`src/rtl/hazard_ctrl.sv`:
```
// Pipeline hazard unit: load-use, branch-operand and MDU stalls, branch-slot flush,
// E-stage operand forwarding select, and the multiply/divide busy tracker.
module hazard_ctrl #(
    parameter int unsigned MULT_CYC = 5,
    parameter int unsigned DIV_CYC  = 10
) (
    input  logic       clk,
    input  logic       reset,
    input  logic [4:0] rs_D,
    input  logic [4:0] rt_D,
    input  logic       use_rs_D,
    input  logic       use_rt_D,
    input  logic [4:0] rs_E,
    input  logic [4:0] rt_E,
    input  logic [4:0] dst_E,
    input  logic [4:0] dst_M,
    input  logic [4:0] dst_W,
    input  logic       regwrite_E,
    input  logic       regwrite_M,
    input  logic       regwrite_W,
    input  logic       memread_E,
    input  logic       memread_M,
    input  logic       flush_D,
    input  logic       md_start_E,
    input  logic       md_is_div_E,
    input  logic       md_use_D,
    output logic       nen_PC,
    output logic       nen_FD,
    output logic       clr_FD,
    output logic       clr_DE,
    output logic [1:0] fwd_rs_E,
    output logic [1:0] fwd_rt_E,
    output logic       md_busy
);

    typedef enum logic [1:0] {
        IDLE = 2'd0,
        MULT = 2'd1,
        DIV  = 2'd2
    } md_state_e;

    localparam logic [3:0] MULT_LOAD = 4'(MULT_CYC - 1);
    localparam logic [3:0] DIV_LOAD  = 4'(DIV_CYC - 1);

    md_state_e  state_q;
    md_state_e  state_d;
    logic [3:0] cnt_q;
    logic [3:0] cnt_d;
    logic       load_use_s;
    logic       branch_s;
    logic       mdu_s;
    logic       stall_s;

    // M result is younger than W, so it wins when both target the operand.
    function automatic logic [1:0] fwd_sel(input logic [4:0] src,
                                           input logic wr_m, input logic [4:0] d_m,
                                           input logic wr_w, input logic [4:0] d_w);
        logic [1:0] sel;
        if (wr_m && (d_m != 5'd0) && (d_m == src)) begin
            sel = 2'd1;
        end else if (wr_w && (d_w != 5'd0) && (d_w == src)) begin
            sel = 2'd2;
        end else begin
            sel = 2'd0;
        end
        return sel;
    endfunction

    // MDU state and busy counter register
    always_ff @(posedge clk) begin
        if (reset) begin
            state_q <= IDLE;
            cnt_q   <= 4'd0;
        end else begin
            state_q <= state_d;
            cnt_q   <= cnt_d;
        end
    end

    // MDU next state; a start while busy is deliberately ignored
    always_comb begin
        state_d = state_q;
        cnt_d   = cnt_q;
        case (state_q)
            IDLE: begin
                if (md_start_E) begin
                    if (md_is_div_E) begin
                        state_d = DIV;
                        cnt_d   = DIV_LOAD;
                    end else begin
                        state_d = MULT;
                        cnt_d   = MULT_LOAD;
                    end
                end else begin
                    state_d = IDLE;
                end
            end
            MULT, DIV: begin
                if (cnt_q != 4'd0) begin
                    cnt_d = cnt_q - 4'd1;
                end else begin
                    state_d = IDLE;
                end
            end
            default: begin
                state_d = IDLE;
                cnt_d   = 4'd0;
            end
        endcase
    end

    // Stall, flush and forward decode; everything is forced quiet while in reset
    always_comb begin
        load_use_s = 1'b0;
        branch_s   = 1'b0;
        mdu_s      = 1'b0;
        stall_s    = 1'b0;
        md_busy    = 1'b0;
        nen_PC     = 1'b0;
        nen_FD     = 1'b0;
        clr_DE     = 1'b0;
        clr_FD     = 1'b0;
        fwd_rs_E   = 2'd0;
        fwd_rt_E   = 2'd0;
        if (reset) begin
            stall_s = 1'b0;
        end else begin
            md_busy    = (state_q != IDLE);
            load_use_s = memread_E && (dst_E != 5'd0) &&
                         ((dst_E == rs_D) || (dst_E == rt_D));
            branch_s   = (use_rs_D && ((regwrite_E && (dst_E != 5'd0) && (dst_E == rs_D)) ||
                                       (memread_M  && (dst_M != 5'd0) && (dst_M == rs_D)))) ||
                         (use_rt_D && ((regwrite_E && (dst_E != 5'd0) && (dst_E == rt_D)) ||
                                       (memread_M  && (dst_M != 5'd0) && (dst_M == rt_D))));
            mdu_s      = md_use_D && (md_busy || md_start_E);
            stall_s    = load_use_s || branch_s || mdu_s;
            nen_PC     = stall_s;
            nen_FD     = stall_s;
            clr_DE     = stall_s;
            clr_FD     = flush_D && !stall_s;
            fwd_rs_E   = fwd_sel(rs_E, regwrite_M, dst_M, regwrite_W, dst_W);
            fwd_rt_E   = fwd_sel(rt_E, regwrite_M, dst_M, regwrite_W, dst_W);
        end
    end

endmodule
```
`config.mk`:
```
export PLATFORM = sky130hd
export DESIGN_NAME = hazard_ctrl
export DESIGN_NICKNAME = d
export VERILOG_FILES = /design/src/rtl/hazard_ctrl.sv
export SDC_FILE = /design/constraint.sdc
export NUM_CORES = 1
export LEC_CHECK = 0
export ABC_CLOCK_PERIOD_IN_PS = 6700
export CELL_PAD_IN_SITES_DETAIL_PLACEMENT = 0
export CELL_PAD_IN_SITES_GLOBAL_PLACEMENT = 1
export CORE_AREA = 2 2 64 66
export DETAILED_ROUTE_END_ITERATION = 7
export DIE_AREA = 0 0 66 68
export PLACE_DENSITY = 0.85
export SETUP_SLACK_MARGIN = 0.1
export SLEW_MARGIN = 20
export SYNTH_ARGS = -nofsm -noshare
export SYNTH_HDL_FRONTEND = slang
export SYNTH_SLANG_ARGS = --single-unit
```
`constraint.sdc`:
```
create_clock -name clk -period 6.7 [get_ports clk]
set_clock_uncertainty 0.15 [all_clocks]
set_input_delay 2.01 -clock clk [delete_from_list [all_inputs] [get_ports clk]]
set_output_delay 2.01 -clock clk [all_outputs]
set_load 0.01 [all_outputs]
```
Word-level counts from Yosys, hierarchy flattened
Index checks and enable logic that the tools add are counted.
Widths: inputs -> output; s select.
- bits in read-only memories: 0
- latch bits: 0
- output and inout bits: 9
- input bits: 48
- register bits: 6
- memories: 0
- bits in writable memories: 0
- reductions and logical operators: 34
- multiply operators: 0
- eq/ne operators: 13
- divide/modulo/power cells: 0
- $lt $le $gt $ge: 0
- shifts and indexed selects: 0
- add/sub/neg operators: 1
- muxes and demuxes: 17
- bitwise gates (word level): 0
- operators by type and width (operator ; count):
    $eq 5x5->1 ; 8
    $logic_and 1x1->1 ; 18
    $mux 2 ; 9
    $reduce_bool 5->1 ; 3
    $mux 4 ; 3
    $pmux 4 s2 ; 1
    $logic_or 1x1->1 ; 7
    $ne 2x2->1 const B ; 3
    $pmux 2 s2 ; 1
    $reduce_bool 4->1 ; 1
    $sub 4x1->4 const B ; 1
    $mux 1 ; 3
    $eq 2x1->1 const B ; 1
    $eq 2x2->1 const B ; 1
    $logic_not 2->1 ; 1
    $reduce_and 2->1 ; 1
    $reduce_bool 2->1 ; 1
    $reduce_or 2->1 ; 1
    $logic_not 1->1 ; 1

Longest topological paths before layout
- word-level depth: 11
- mapped depth: 7

Worst setup path after synthesis
Ideal clock, no wire load.
- path kind: in2out
- from: input port dst_M[4]
- to: output port nen_FD
- arrival: 3195 ps
- stages: 7
- path buffers: 2
- slack: 1345 ps
- data required time: 4540 ps
- path through: buf_6 > xor2_1 > nor4_1 > a32oi_1 > o2bb2ai_1 > o31a_1 > buf_4
- cells in the longest elaborated chain, start to end: 9
- elaborated cells between the ends (all ways): 14
- RTL lines (item ; line ; source):
    from (decl) ; 16 ; input logic [4:0] dst_M,
    $reduce_bool 5->1 ; 132, 134 ;
    $logic_and 1x1->1 ; 132, 134 ;
    $logic_and 1x1->1, on equally long branches ; 132, 134 ;
    $logic_or 1x1->1, on equally long branches ; 131, 133 ;
    $logic_and 1x1->1, on equally long branches ; 131, 133 ;
    $logic_or 1x1->1 (*) ; 132 ; (memread_M && (dst_M != 5'd0) && (dst_M == rs_D)))) ||
    $logic_or 1x1->1 (*) (2 in series) ; 136 ; stall_s = load_use_s || branch_s || mdu_s;
    $mux 1 (*) ; - ;
    to (decl) ; 28 ; output logic nen_FD,
Mark *: on every way between the ends. The rest lies on a longest branch, timed or not.

Final worst setup path
- from: input port dst_M[3]
- to: output port clr_DE
- cells in the longest elaborated chain, start to end: 9
- elaborated cells between the ends (all ways): 14
- RTL lines (item ; line ; source):
    $reduce_bool 5->1 ; 132, 134 ;
    $logic_and 1x1->1 ; 132, 134 ;
    $logic_and 1x1->1, on equally long branches ; 132, 134 ;
    $logic_or 1x1->1, on equally long branches ; 131, 133 ;
    $logic_and 1x1->1, on equally long branches ; 131, 133 ;
    $logic_or 1x1->1 (*) ; 132 ;
    $logic_or 1x1->1 (*) (2 in series) ; 136 ;
    $mux 1 (*) ; 125 ; if (reset) begin
    to (decl) ; 30 ; output logic clr_DE,
Marked as above.

==> flow_summary.yaml <==
min_path:
  min_path_type: "reg2reg"
  worstHoldStart: "state_q[0]"
  min_to: "state_q[0]"
  hold_depth: 2
route:
  dr.pass1.iters: 4
  wl_met1_um: 1172
  dr_wl_met3_um: 144
  wire_per_inst_um: 11.86
  avgViaCountPerCell: 4.581
  wirelength_um: 2775
  top_layer_used: "met4"
  ant_nets: 0
  wl_met2_um: 1423
  dr_total_vias: 1072
  drc_errors: 0
  drt_iter0_markers: 18
timing:
  finalHoldViolCount: 0
  min_period_over_period: 0.9471
  rsz0062_at_grt: "no"
  finalSetupTns_ns: 0
  maxSlewViolCount: 0
  slew_headroom: 0.8044
  period_needed_ns: 6.345
  fmax_ghz: 0.1576
  worst_pin_slew_ns: 0.2925
  setup_violations: 0
  holdWs_ns: 0.3325
cts:
  cts_resized: 0
  cts_buffers: 3
  htreeDepth: 1
  holdBufCountCts: 0
  cts_root_buf: "clkbuf_8"
  insertion_delay_ns: 0.22
  post_cts_buffers: 0
  cts_sinks: 6
  clk_path_buf_depth: 2
  cts_tree: "yes"
  clkTransAtPathRegs_ns: 0.04
power:
  leakage_nw: 0.5965
  irDropWorstVdd_mv: 0.04850
  p_per_area_nw_per_um2: 119.9
place:
  port-buffer-count: 56
  dp_hpwl_um: 2431
  place.gp.congestion: 0.8019
synthesis:
  syn_inst: 132
  ys_seq_area_frac: 0.1181
  synth_mux_area_frac: 0
  yosysUniqueCellTypes: 33
  syn_area_sq_um: 1017
  synth_top_family_by_area: "XOR/XNOR gates"
  synth_fa_ha_area_frac: 0.04920
  avgSynthCellArea_sq_um: 7.706
  yosys.area_share.simple: 0.2571
  synth-xor-area-share: 0.3690
  synth_compound_area_frac: 0.1144
  syn-num-nets: 184
  ys.warnings.count: 0
  synth_edf_count: 0
  async_flop_share: 0
  synthFlopType: "dfxtp_1"
  ys_ff_latch: 6
critical_path:
  required_ns: 4.54
  critPathMaxFanout: 5
  critPathKind: "in2out"
  ff2ff_path_depth: 7
  max_stage_delay_ns: 0.55
  endpoint_kind: "output port"
  cpMaxStageDelayCell: "clkdlybuf4s50_1"
  worstReg2RegEnd: "cnt_q[2]"
  crit_path_frequent_cell: "clkdlybuf4s50_1"
  cpLargestDelayFamily: "buffers and inverters"
  arrival_ns: 4.19
  crit_buf_inv: 2
  r2r-start: "state_q[1]"
  r2r_slack_ns: 5.01
  cp_cell_sequence: "clkdlybuf4s50_1, xor2_2, nor4_1, a32oi_1, o2bb2ai_1, o31a_1, clkdlybuf4s50_1"
  start_kind: "primary input"
global_routing:
  grt_max_degree: 10
  grt_pass1_wl_um: 4657
  grt_use_total: 0.1349
  antenna_found_initial: 0
  grt_pass1_vias: 1083
  grt-ovfl-total: 0
floorplanning:
  initial_core_util: 0.2638
  io-pin-count: 57
  die_x_um: 66
  num_rows: 23
  dieArea_sq_um: 4488
  core_area_sq_um: 3856
  dieHeight_um: 68
layout:
  fin_nets: 238
  syn2layout_area_growth_pct: 59.41
  drive_above_1_share: 0.04348
  diodes: 0
job:
  max_cap_violations: 0
outcome:
  status: "finished, final reports clean"
cells by family (layout without fill, tap and decap cells):
logic type,Yosys count,count (layout)
adders and majority gates,4,4
xor gates and xnor gates,42,42
and+or+nand+nor,49,49
AOI/OAI and AO/OA,16,16
DFF,6,6
buffers and inverters,15,67
worst min-delay path: stages, from the launching register on:
cell,delay (ns)
dfxtp_1,0.32
nand3_1,0.07
a21oi_1,0.05
synth_stat cells (3+ instances only):
cell      n  share of area
a21oi_1   3          0.015
or4_1     3          0.022
nor3_1    7          0.034
xor2_1   21           0.18
nor4_1    6          0.037
nor2_1    9          0.033
nand2_1  10          0.037
nand3_1   6          0.030
buf_4     6          0.044
xnor2_1  20           0.17
dfxtp_1   6           0.12
a22oi_1   3          0.022
ha_1      4          0.049
inv_1     6          0.022
sequential cells by signal, indices dropped and copies added, names as in the netlist:
name	flops
state_q	2
cnt_q	4
worst max path at each step:
stage	slack [ns]	startpoint	to	cells past startpoint
6_report	0.35	dst_M[3]	clr_DE	7
5_1_grt	0.14	dst_M[4]	nen_FD	7
4_1_cts	0.34	dst_M[3]	clr_DE	7
3_5_place_dp	0.37	dst_M[3]	clr_DE	7
3_3_place_gp	0.38	dst_M[3]	nen_PC	7
2_1_floorplan	1.35	dst_M[4]	nen_FD	7
layout by cell type (no fill, tap or decap), types with 2 or more instances in the layout:
| cell type | n |
|---|---|
| xor2_1 | 21 |
| nor3_1 | 7 |
| nor2_1 | 9 |
| nand3_1 | 6 |
| a21oi_1 | 3 |
| clkbuf_8 | 3 |
| nor2b_1 | 2 |
| nor4_1 | 6 |
| inv_1 | 6 |
| clkdlybuf4s50_1 | 56 |
| xnor2_1 | 20 |
| or4_1 | 3 |
| dfxtp_1 | 6 |
| a22oi_1 | 3 |
| nor4_2 | 2 |
| nand2_1 | 10 |
| ha_1 | 4 |
layer usage:
layer / GRT usage / vias to the layer above
li1: - / 557
met1: 0.1627 / 477
met2: 0.2412 / 34
met3: 0.01480 / 4
met4: 0.06122 / 0
met5: 0 / -
per-stage QoR:
stage                       util  area (sq um)   power (W)  setup WS (ns)  std cells
after floorplan                -          1017  0.00009740          1.345        132
after global placement    0.4098          1580   0.0001405         0.3791        231
after detailed placement  0.4098          1580   0.0001414         0.3657        231
after CTS                 0.4205          1622   0.0001980         0.3418        234
after global routing      0.4205          1622   0.0002105         0.1430        234
final                     0.4205          1622   0.0001944         0.3545        234
final cells by class:
type | instances | area (sq um)
timing repair buffer | 57 | 568.0
tap | 50 | 62.56
clock buffer | 3 | 41.29
sequential | 6 | 120.1
inverter | 7 | 26.28
fill | 421 | 2235
multi-input combinational | 111 | 803.3
where the power goes:
part / switching, W / internal (W)
clock network: 0.0000153 / 0.0000386
logic: 0.0000425 / 0.0000558
registers: 0.00000307 / 0.0000392
total: 0.0000609 / 0.000134
Power figures use the tool's default switching activity.
